[src/rtl/hpdcache_pkg.sv]
// Shared types for the multi-target MSHR: target record and entry state.
package hpdcache_pkg;
  localparam int unsigned HPDCACHE_MSHR_TID_W  = 6;
  localparam int unsigned HPDCACHE_MSHR_SID_W  = 3;
  localparam int unsigned HPDCACHE_MSHR_WORD_W = 3;

  typedef struct packed {
    logic [HPDCACHE_MSHR_TID_W-1:0]  tid;
    logic [HPDCACHE_MSHR_SID_W-1:0]  sid;
    logic [HPDCACHE_MSHR_WORD_W-1:0] word;
    logic                            need_rsp;
  } mshr_mt_target_t;

  typedef enum logic [1:0] {
    FREE    = 2'd0,
    PENDING = 2'd1,
    DRAIN   = 2'd2
  } mshr_mt_state_e;
endpackage

[src/rtl/hpdcache_mshr_mt_tlist.sv]
// Per-entry target list: append at the tail, read by index, clear on entry release.
module hpdcache_mshr_mt_tlist
  import hpdcache_pkg::*;
#(
  parameter int unsigned NTARGETS = 4,
  parameter int unsigned CNT_W    = $clog2(NTARGETS + 1)
) (
  input  logic            clk_i,
  input  logic            rst_ni,
  input  logic            clr_i,
  input  logic            push_i,
  input  mshr_mt_target_t push_data_i,
  input  logic [CNT_W-1:0] rd_idx_i,
  output mshr_mt_target_t rd_data_o,
  output logic [CNT_W-1:0] cnt_o
);
  mshr_mt_target_t  tgt_q [NTARGETS];
  logic [CNT_W-1:0] cnt_q;
  logic [CNT_W-1:0] cnt_base;

  // A push in the same cycle as a clear lands in slot 0.
  assign cnt_base = clr_i ? '0 : cnt_q;
  assign cnt_o    = cnt_q;

  always_comb begin
    rd_data_o = '0;
    for (int i = 0; i < int'(NTARGETS); i++) begin
      if (rd_idx_i == CNT_W'(i)) rd_data_o = tgt_q[i];
    end
  end

  always_ff @(posedge clk_i or negedge rst_ni) begin
    if (!rst_ni) begin
      cnt_q <= '0;
      for (int i = 0; i < int'(NTARGETS); i++) tgt_q[i] <= '0;
    end else begin
      if (clr_i || push_i) cnt_q <= push_i ? cnt_base + CNT_W'(1) : '0;
      for (int i = 0; i < int'(NTARGETS); i++) begin
        if (push_i && (cnt_base == CNT_W'(i))) tgt_q[i] <= push_data_i;
      end
    end
  end
endmodule

[src/rtl/hpdcache_mshr_mt.sv]
// Multi-target MSHR: line tags and entry states, primary/secondary allocation, and a
// drain engine that replays one entry's targets after its refill is acknowledged.
module hpdcache_mshr_mt
  import hpdcache_pkg::*;
#(
  parameter int unsigned NENTRIES = 4,
  parameter int unsigned NTARGETS = 4,
  parameter int unsigned SET_W    = 7,
  parameter int unsigned TAG_W    = 19,
  parameter int unsigned TID_W    = HPDCACHE_MSHR_TID_W,
  parameter int unsigned SID_W    = HPDCACHE_MSHR_SID_W,
  parameter int unsigned WORD_W   = HPDCACHE_MSHR_WORD_W,
  parameter int unsigned WAY_W    = 2,
  localparam int unsigned NLINE_W = TAG_W + SET_W,
  localparam int unsigned EIDX_W  = (NENTRIES > 1) ? $clog2(NENTRIES) : 1,
  localparam int unsigned CNT_W   = $clog2(NTARGETS + 1)
) (
  input  logic               clk_i,
  input  logic               rst_ni,
  output logic               empty_o,
  output logic               full_o,
  input  logic               alloc_valid_i,
  output logic               alloc_ready_o,
  input  logic [NLINE_W-1:0] alloc_nline_i,
  input  logic [TID_W-1:0]   alloc_tid_i,
  input  logic [SID_W-1:0]   alloc_sid_i,
  input  logic [WORD_W-1:0]  alloc_word_i,
  input  logic [WAY_W-1:0]   alloc_way_i,
  input  logic               alloc_need_rsp_i,
  output logic               alloc_primary_o,
  output logic [EIDX_W-1:0]  alloc_entry_o,
  input  logic               ack_i,
  input  logic [EIDX_W-1:0]  ack_entry_i,
  output logic               ack_ready_o,
  output logic [SET_W-1:0]   ack_set_o,
  output logic [TAG_W-1:0]   ack_tag_o,
  output logic [WAY_W-1:0]   ack_way_o,
  output logic               rsp_valid_o,
  input  logic               rsp_ready_i,
  output logic [TID_W-1:0]   rsp_tid_o,
  output logic [SID_W-1:0]   rsp_sid_o,
  output logic [WORD_W-1:0]  rsp_word_o,
  output logic               rsp_need_rsp_o,
  output logic               rsp_last_o
);
  localparam logic [0:0] DRAIN_IDLE = 1'b0;
  localparam logic [0:0] DRAIN_BUSY = 1'b1;

  mshr_mt_state_e     state_q [NENTRIES];
  mshr_mt_state_e     state_d [NENTRIES];
  logic [NLINE_W-1:0] nline_q [NENTRIES];
  logic [WAY_W-1:0]   way_q   [NENTRIES];
  logic [0:0]         drain_q, drain_d;
  logic [EIDX_W-1:0]  drain_entry_q, drain_entry_d;
  logic [CNT_W-1:0]   drain_idx_q, drain_idx_d;

  logic [NENTRIES-1:0] match_pend, match_drain, is_free, push, clr;
  logic [CNT_W-1:0]    cnt     [NENTRIES];
  mshr_mt_target_t     rd_data [NENTRIES];
  logic [EIDX_W-1:0]   pend_idx, free_idx;
  logic [NLINE_W-1:0]  sel_nline;
  logic [CNT_W-1:0]    sel_cnt;
  mshr_mt_target_t     alloc_tgt, rsp_tgt;
  logic                busy, ack_fire, rsp_fire, rsp_last;

  // Reverse scan so the lowest matching / free index wins.
  always_comb begin
    match_pend  = '0;
    match_drain = '0;
    is_free     = '0;
    pend_idx    = '0;
    free_idx    = '0;
    for (int i = int'(NENTRIES) - 1; i >= 0; i--) begin
      match_pend[i]  = (state_q[i] == PENDING) && (nline_q[i] == alloc_nline_i);
      match_drain[i] = (state_q[i] == DRAIN) && (nline_q[i] == alloc_nline_i);
      is_free[i]     = (state_q[i] == FREE);
      if (match_pend[i]) pend_idx = EIDX_W'(i);
      if (is_free[i])    free_idx = EIDX_W'(i);
    end
  end

  assign busy        = (drain_q == DRAIN_BUSY);
  assign ack_ready_o = !busy;
  assign ack_fire    = ack_i && ack_ready_o && (state_q[ack_entry_i] == PENDING);
  assign empty_o     = &is_free;
  assign full_o      = ~|is_free;

  // A merge into the entry being acked this cycle is refused: it leaves PENDING at the edge.
  always_comb begin
    alloc_ready_o   = 1'b0;
    alloc_primary_o = 1'b0;
    alloc_entry_o   = '0;
    if (alloc_valid_i) begin
      if (|match_pend) begin
        alloc_entry_o = pend_idx;
        alloc_ready_o = (cnt[pend_idx] < CNT_W'(NTARGETS)) &&
                        !(ack_fire && (ack_entry_i == pend_idx));
      end else if (!(|match_drain) && (|is_free)) begin
        alloc_entry_o   = free_idx;
        alloc_ready_o   = 1'b1;
        alloc_primary_o = 1'b1;
      end
    end
  end

  assign alloc_tgt = '{tid: alloc_tid_i, sid: alloc_sid_i, word: alloc_word_i,
                       need_rsp: alloc_need_rsp_i};

  for (genvar g = 0; g < int'(NENTRIES); g++) begin : gen_tlist
    assign push[g] = alloc_ready_o && (alloc_entry_o == EIDX_W'(g));
    hpdcache_mshr_mt_tlist #(
      .NTARGETS (NTARGETS),
      .CNT_W    (CNT_W)
    ) i_tlist (
      .clk_i       (clk_i),
      .rst_ni      (rst_ni),
      .clr_i       (clr[g]),
      .push_i      (push[g]),
      .push_data_i (alloc_tgt),
      .rd_idx_i    (drain_idx_q),
      .rd_data_o   (rd_data[g]),
      .cnt_o       (cnt[g])
    );
  end

  assign sel_nline = nline_q[drain_entry_q];
  assign sel_cnt   = cnt[drain_entry_q];
  assign rsp_tgt   = rd_data[drain_entry_q];
  assign rsp_last  = busy && ((drain_idx_q + CNT_W'(1)) == sel_cnt);
  assign rsp_fire  = busy && rsp_ready_i;

  assign rsp_valid_o    = busy;
  assign rsp_last_o     = rsp_last;
  assign rsp_tid_o      = busy ? rsp_tgt.tid : '0;
  assign rsp_sid_o      = busy ? rsp_tgt.sid : '0;
  assign rsp_word_o     = busy ? rsp_tgt.word : '0;
  assign rsp_need_rsp_o = busy ? rsp_tgt.need_rsp : 1'b0;
  assign ack_set_o      = busy ? sel_nline[SET_W-1:0] : '0;
  assign ack_tag_o      = busy ? sel_nline[NLINE_W-1:SET_W] : '0;
  assign ack_way_o      = busy ? way_q[drain_entry_q] : '0;

  always_comb begin
    state_d       = state_q;
    drain_d       = drain_q;
    drain_entry_d = drain_entry_q;
    drain_idx_d   = drain_idx_q;
    clr           = '0;
    if (alloc_primary_o) state_d[alloc_entry_o] = PENDING;
    if (ack_fire) begin
      state_d[ack_entry_i] = DRAIN;
      drain_d              = DRAIN_BUSY;
      drain_entry_d        = ack_entry_i;
      drain_idx_d          = '0;
    end
    if (rsp_fire) begin
      if (rsp_last) begin
        state_d[drain_entry_q] = FREE;
        clr[drain_entry_q]     = 1'b1;
        drain_d                = DRAIN_IDLE;
        drain_entry_d          = '0;
        drain_idx_d            = '0;
      end else begin
        drain_idx_d = drain_idx_q + CNT_W'(1);
      end
    end
  end

  always_ff @(posedge clk_i or negedge rst_ni) begin
    if (!rst_ni) begin
      for (int i = 0; i < int'(NENTRIES); i++) begin
        state_q[i] <= FREE;
        nline_q[i] <= '0;
        way_q[i]   <= '0;
      end
      drain_q       <= DRAIN_IDLE;
      drain_entry_q <= '0;
      drain_idx_q   <= '0;
    end else begin
      for (int i = 0; i < int'(NENTRIES); i++) state_q[i] <= state_d[i];
      if (alloc_primary_o) begin
        nline_q[alloc_entry_o] <= alloc_nline_i;
        way_q[alloc_entry_o]   <= alloc_way_i;
      end
      drain_q       <= drain_d;
      drain_entry_q <= drain_entry_d;
      drain_idx_q   <= drain_idx_d;
    end
  end

  a_nline_unique: assert property (@(posedge clk_i) disable iff (!rst_ni)
    $onehot0(match_pend | match_drain));
  a_ack_pending: assert property (@(posedge clk_i) disable iff (!rst_ni)
    (ack_i && ack_ready_o) |-> (state_q[ack_entry_i] == PENDING));
  a_rsp_busy: assert property (@(posedge clk_i) disable iff (!rst_ni)
    rsp_valid_o |-> (busy && (state_q[drain_entry_q] == DRAIN)));
endmodule
[config.mk]
export PLATFORM = sky130hd
export DESIGN_NAME = hpdcache_mshr_mt
export DESIGN_NICKNAME = d
export VERILOG_FILES = /design/src/rtl/hpdcache_pkg.sv /design/src/rtl/hpdcache_mshr_mt_tlist.sv /design/src/rtl/hpdcache_mshr_mt.sv
export SDC_FILE = /design/constraint.sdc
export NUM_CORES = 1
export LEC_CHECK = 0
export ABC_AREA = 0
export BUFFER_PORTS_ARGS = -buffer_cell sky130_fd_sc_hd__buf_2
export CAP_MARGIN = 20
export CORE_ASPECT_RATIO = 0.75
export CORE_MARGIN = 2
export CORE_UTILIZATION = 65
export CTS_CLUSTER_DIAMETER = 120
export CTS_CLUSTER_SIZE = 8
export DETAILED_ROUTE_END_ITERATION = 8
export PLACE_DENSITY_LB_ADDON = 0.3
export SLEW_MARGIN = 25
export SYNTH_ARGS = -nofsm -noshare
export SYNTH_HDL_FRONTEND = slang
export SYNTH_SLANG_ARGS = --single-unit
export TNS_END_PERCENT = 20
[constraint.sdc]
create_clock -name clk_i -period 5.4 [get_ports clk_i]
set_input_delay 0.54 -clock clk_i [delete_from_list [all_inputs] [get_ports clk_i]]
set_output_delay 0.54 -clock clk_i [all_outputs]
set_load 0.01 [all_outputs]
==> qor.yml, run 1 <==
grt_first_pass_wirelength_um: 74500
dieArea_um2: 29400
clkSinkCount: 346
relSlewSlack_pct: 30.5
leakagePower_uw: 0.00895
clkLatencyLatePin_ps: 570
p_int_uw: 8030
gp_congestion: 1.09
drtPass1Iterations: 5
rr_endpoint: "gen_tlist[2].i_tlist.tgt_q[5]"
multi_input_area_um2: 8880
worstPathMaxFanout: 39
status: "finished, violations left"
max_freq_mhz: 225
rsz0062_at_grt: "false"
violations: "hold timing"
crit_path_start: "drain_idx_q[0]"
cp_data_arrival_time_ps: 3900
core_area_um2: 27800
clock_path_buffers: 3
fin_util_pct: 72.3
synth_area_leader_cell: "dfrtp_1"
ir_drop_mv: 0.377
synth-edff-count: 0
stdcell_count: 1875
r2r_slack_ps: 1000
pwr-share-comb_pct: 43.1
ys_seq_area_share_pct: 47.5
wire_per_inst_um: 25.8
power.switching_uw: 4890
fillers: 1819
drt_iter0_drc: 1299
clock_power_share_pct: 21.0
fin_setup_tns_ps: 0
cap_violations: 0
die_w_um: 197
die_h_um: 149
synthArstFlopShare_pct: 100
dp.cells: 1817
final_max_slew_viol_count: 0
finClkSkew_ps: 25.2
antenna_found_initial: 4
cts_setup_buffers: 0
grt-ovfl-total: 0
worstHoldPathType: "input port to async pin"
cellPowerDensity_nw_per_um2: 643
via_per_inst: 6.71
worst_setup_path_end_kind: "output port"
dp_hpwl_um: 31700
area_growth_syn_to_layout_pct: 10.3
required_ps: 4860
final_cell_area_um2: 20100
numCtsBuffers: 49
grt_pass1_vias: 12516
clk_pin_slew_ps: 50
yosys_warnings: 0
port-buffer-count: 97
synth_fp_nets: 1540
vias: 12580
drc: 0
period_share_pct: 82.2
synth_top_area_share_pct: 47.5
worst_slew_pin_slew_ps: 1040
fin_nets: 1585
wirelength_um: 48300
syn_area_per_cell_um2: 12.4
cts_tree: "done"
cts_resized: 0
timing.rr.start: "drain_entry_q[0]"
initial_core_util_pct: 65.6
grt_max_degree: 164
track_usage_pct: 33.5
sw_frac_of_total_pct: 37.9
reg2regPathDepth: 12
crit_path_start_kind: "flop"
synth_cell_types: 65
hold_slack_ps: -8.06
seqCellArea_um2: 8660
rows: 53
drive_above_1_share_pct: 34.3
finalCriticalPeriod_ps: 4440
drtAntennaViolNets: 0
htree_num_levels: 2
ios: 98
ys_ff_latch: 346
crit_type: "flop to output port"
synth_area_um2: 18200
synth_area_leaders: "dfrtp_1 (48%), mux2_2 (13%), mux2_4 (5.8%), mux4_2 (3.8%), xor2_1 (3.2%)"
finalHoldViolCount: 2
setup_viol: 0
synth_cells: 1467
cts_hold_buf: 0
synth-main-ff-cell: "dfrtp_1"
root_buffer: "clkbuf_16"
place_area_um2: 18700
crit_end: "rsp_sid_o[0]"
pwr-share-seq_pct: 35.9
==> layer usage <==
| metal | vias up | track usage (%) | wire length, um | share of wire, % |
|---|---|---|---|---|
| li1 | 5432 | - | - | - |
| met3 | 101 | 10.6 | 5440 | 11 |
| met1 | 6427 | 51.3 | 21400 | 44 |
| met2 | 618 | 45.7 | 20200 | 42 |
| met4 | 2 | 9.25 | 1170 | 2.4 |
| met5 | - | 0 | 13 | 0.027 |
==> synthesized netlist by cell type, drive strengths merged, types with 18 or more instances <==
| cell | n |
|---|---|
| o21ai | 68 |
| xnor2 | 41 |
| a21oi | 21 |
| nand2 | 55 |
| nand4 | 24 |
| clkbuf | 63 |
| nor2 | 51 |
| a211oi | 18 |
| ha | 25 |
| nor3 | 31 |
| and2 | 31 |
| buf | 64 |
| a221oi | 27 |
| a221o | 26 |
| inv | 21 |
| xor2 | 67 |
| dfrtp | 346 |
| mux2 | 316 |
| nor4 | 27 |
| mux4 | 31 |
==> cell families after synthesis <==
family	Yosys count	synth area share, %
xor+xnor	108	5.19
buf+inv	148	3.98
fa+ha+maj	25	1.72
mux	357	25.4
flops	346	47.5
simple gates	281	8.34
compound gates	202	7.89
==> registers in the layout, indices dropped and copies added (netlist names) <==
register,flops
drain_entry_q,2
drain_idx_q,3
gen_tlist.i_tlist.cnt_o,12
gen_tlist.i_tlist.tgt_q,208
nline_q,104
rsp_valid_o,1
state_q,8
way_q,8
==> cells in the final DEF (no fill, tap or decap), drive strengths merged, types with 2 or more instances in the layout <==
cell type / instances
or4: 8
and3: 11
mux2: 316
xor2: 67
a221oi: 27
nor2b: 10
ha: 25
diode: 3
nand3: 4
and4: 3
dfrtp: 346
o21ai: 68
nand3b: 2
a221o: 26
a21oi: 21
buf: 121
nor3: 31
nand2: 55
nor4: 27
mux4: 31
or3: 2
and2: 31
a21boi: 3
or2: 7
inv: 22
xnor2: 41
a2111oi: 14
clkinv: 2
o22ai: 15
nand2b: 6
clkbuf: 51
mux2i: 10
nor2: 51
nor3b: 2
a211oi: 18
o21a: 2
nand4: 24
==> how the worst min path moves through the flow <==
stage                                         startpoint                              to
final                                             rst_ni  gen_tlist[1].i_tlist.tgt_q[17]
after global routing                              rst_ni  gen_tlist[1].i_tlist.tgt_q[30]
after CTS                                         rst_ni  gen_tlist[1].i_tlist.tgt_q[30]
after detailed placement  gen_tlist[1].i_tlist.tgt_q[20]  gen_tlist[1].i_tlist.tgt_q[20]
after global placement    gen_tlist[1].i_tlist.tgt_q[22]  gen_tlist[1].i_tlist.tgt_q[22]
after floorplan                                   rst_ni                drain_entry_q[0]
==> worst max-delay path, stage by stage, from the launching register on <==
cell and delay, ps:
dfrtp_1 460, inv_1 120, ha_1 190, nor2b_4 350
buf_4 520, a221o_1 190, o21ai_0 100, o21ai_0 240
o22ai_1 140, a2111oi_0 750, buf_2 270
==> layout make-up <==
class	instances	share of cell area, %
multi-input combinational	973	44.2
tap	357	2.22
clock inverter	3	0.237
sequential	346	43.1
antenna	3	0.0374
inverter	21	0.392
clock buffer	51	6.25
timing repair buffer	121	3.53
==> power groups by stage <==
stage / Combinational (uW) / Sequential, uW / Clock, uW
after global placement: 5250 / 4550 / 0
after global routing: 5950 / 4780 / 2860
after floorplan: 3890 / 4350 / 0
final: 5560 / 4640 / 2710
after CTS: 5450 / 4620 / 2740
after detailed placement: 5410 / 4630 / 0
==> stage by stage <==
step	setup slack, ps	power (uW)
after floorplan	1690	8240
after global placement	1090	9810
after detailed placement	1080	10000
after CTS	1020	12800
after global routing	698	13600
final	962	12900
Note: power is estimated with default switching activity, not from simulation.
==> run 2: changes to the inputs <==
--- a/config.mk
+++ b/config.mk
@@ -10,7 +10,7 @@
 export CAP_MARGIN = 20
 export CORE_ASPECT_RATIO = 0.75
 export CORE_MARGIN = 2
-export CORE_UTILIZATION = 65
+export CORE_UTILIZATION = 56
 export CTS_CLUSTER_DIAMETER = 120
 export CTS_CLUSTER_SIZE = 8
 export DETAILED_ROUTE_END_ITERATION = 8
==> constraint.sdc (replaced) <==
create_clock -name clk_i -period 3.85 [get_ports clk_i]
set_input_delay 0.385 -clock clk_i [delete_from_list [all_inputs] [get_ports clk_i]]
set_output_delay 0.385 -clock clk_i [all_outputs]
set_load 0.01 [all_outputs]
==> run 2 against run 1 <==
Against the previous run: the run now ends clean; global-route usage down 3.6 points; final cell count up 7.3%; worst setup slack worse by 830 ps; hold slack better by 110 ps; critical path depth down 2; sequential share of layout area down 1.6 points; register-to-register slack worse by 650 ps; via count up 0.54%; power up 43%; design area up 3.9%; critical path type unchanged; critical endpoint is now alloc_ready_o.
==> qor.yml, run 2 (same netlist as run 1, synthesis figures left out) <==
final_cell_area_um2: 20900
via_per_inst: 6.29
rows: 57
relSlewSlack_pct: 45.2
root_buffer: "clkbuf_16"
area_growth_syn_to_layout_pct: 14.5
sw_frac_of_total_pct: 37.5
track_usage_pct: 29.9
crit_type: "flop to output port"
ios: 98
drc: 0
htree_num_levels: 2
period_share_pct: 96.6
clkSinkCount: 346
finalWorstSetupSlack_ps: 130
dp_hpwl_um: 33600
setup_viol: 0
clk_pin_slew_ps: 50
worstHoldPathType: "input port to flop"
drtPass1Iterations: 5
vias: 12648
finClkSkew_ps: 35.7
pwr-share-comb_pct: 44.6
final_max_slew_viol_count: 0
largest_reg_flops: 208
dieArea_um2: 34000
grt-ovfl-total: 0
gp_congestion: 0.957
required_ps: 3460
core_area_um2: 32200
power.switching_uw: 6930
clock_power_share_pct: 20.4
leakagePower_uw: 0.00930
pre_cts_ws_ps: 202
finalPower_uw: 18500
finalCriticalPeriod_ps: 3720
clock_path_buffers: 3
initial_core_util_pct: 56.5
port-buffer-count: 97
numCtsBuffers: 49
cellPowerDensity_nw_per_um2: 887
drt_iter0_drc: 1270
place_area_um2: 19500
hold_slack_ps: 97.3
cts_tree: "done"
grt_pass1_vias: 12606
pwr-share-seq_pct: 35.1
grt_max_degree: 107
cp_data_arrival_time_ps: 3330
fin_nets: 1638
top_register: "gen_tlist.i_tlist.tgt_q"
clkLatencyLatePin_ps: 570
drtAntennaViolNets: 0
wirelength_um: 49700
fin_setup_tns_ps: 0
ir_drop_mv: 0.500
crit_path_start_kind: "flop"
fillers: 2413
drive_above_1_share_pct: 36.7
die_w_um: 212
grt_first_pass_wirelength_um: 77000
antenna_found_initial: 2
worstPathMaxFanout: 6
layout_commonest_cell: "dfrtp_1"
worst_setup_path_end_kind: "output port"
worst_slew_pin_slew_ps: 822
status: "finished clean"
die_h_um: 160
finalHoldViolCount: 0
layout_common_cells: "dfrtp_1 (345), mux2_2 (217), buf_2 (96)"
cap_violations: 0
rsz0062_at_grt: "true"
p_int_uw: 11600
max_freq_mhz: 269
wire_per_inst_um: 24.7
==> run 2: cell types whose count changed in the layout (fill, tap and decap cells not counted), moves of 2 or more <==
cell       delta
a2111oi_0     -4
a2111oi_1     +2
a2111oi_2     +2
buf_12       +23
buf_4        +29
diode_2       -2
==> run 2: worst paths after layout <==
kind	slack (ps)	cells after the start	startpoint	to
setup / recovery	130	8	nline_q[1]	alloc_ready_o
hold / removal	100	2	alloc_way_i[1]	way_q[1]
setup reg to reg	350	11	nline_q[50]	gen_tlist[0].i_tlist.tgt_q[20]
hold reg to reg	490	1	gen_tlist[1].i_tlist.tgt_q[35]	gen_tlist[1].i_tlist.tgt_q[35]
max in group asynchronous	2380	3	rst_ni	nline_q[9]
min in group asynchronous	480	2	rst_ni	gen_tlist[2].i_tlist.tgt_q[50]
==> run 2: critical path: stages, from the launching register on <==
cell and delay [ps]:
dfrtp_1 410, xor2_1 170, nor4_1 360, buf_4 220
nand4_1 230, o41ai_1 810, nor4_1 190, o21bai_1 250
buf_2 160
==> run 2: area by class of cell <==
class                   instances  area (um2)  area share (%)
flip-flops and latches        346        8660            41.5
clock buffers                  50        1230            5.89
inverters                      21        78.8           0.378
diodes                          1        2.50          0.0120
clock inverters                 4        46.3           0.222
repair buffers                174        1380            6.61
multi-input cells             973        8910            42.7
well taps                     442         553            2.65
==> run 2: layer usage <==
| layer | GRT usage [%] | vias to the layer above | share of wire [%] |
|---|---|---|---|
| met2 | 40.3 | 464 | 42 |
| met5 | 0 | - | 0.026 |
| met4 | 6.87 | 2 | 1.8 |
| met1 | 46.7 | 6572 | 47 |
| li1 | - | 5538 | - |
| met3 | 9.56 | 72 | 9.3 |
==> run 2: timing repair <==
action	4_1_cts	5_1_grt
resized for setup	2	9
endpoints found under the setup margin	3	34
hold buffers	1	0
buffers inserted	3	0
gates cloned	0	0
hold endpoints to repair	102	0
==> run 2: power groups by stage <==
stage | registers [uW] | logic [uW] | clock network (uW)
after floorplan | 6100 | 5460 | 0
after global placement | 6380 | 7840 | 0
after detailed placement | 6480 | 8020 | 0
after CTS | 6460 | 8120 | 3820
after global routing | 6690 | 8820 | 3970
final | 6490 | 8240 | 3770
==> run 2: per-stage QoR <==
stage / util (%) / std cells
3_5_place_dp: 60.5 / 1952
5_1_grt: 64.7 / 2010
4_1_cts: 64.6 / 2010
2_1_floorplan: - / 1467
3_3_place_gp: 60.5 / 1952
6_report: 64.7 / 2011
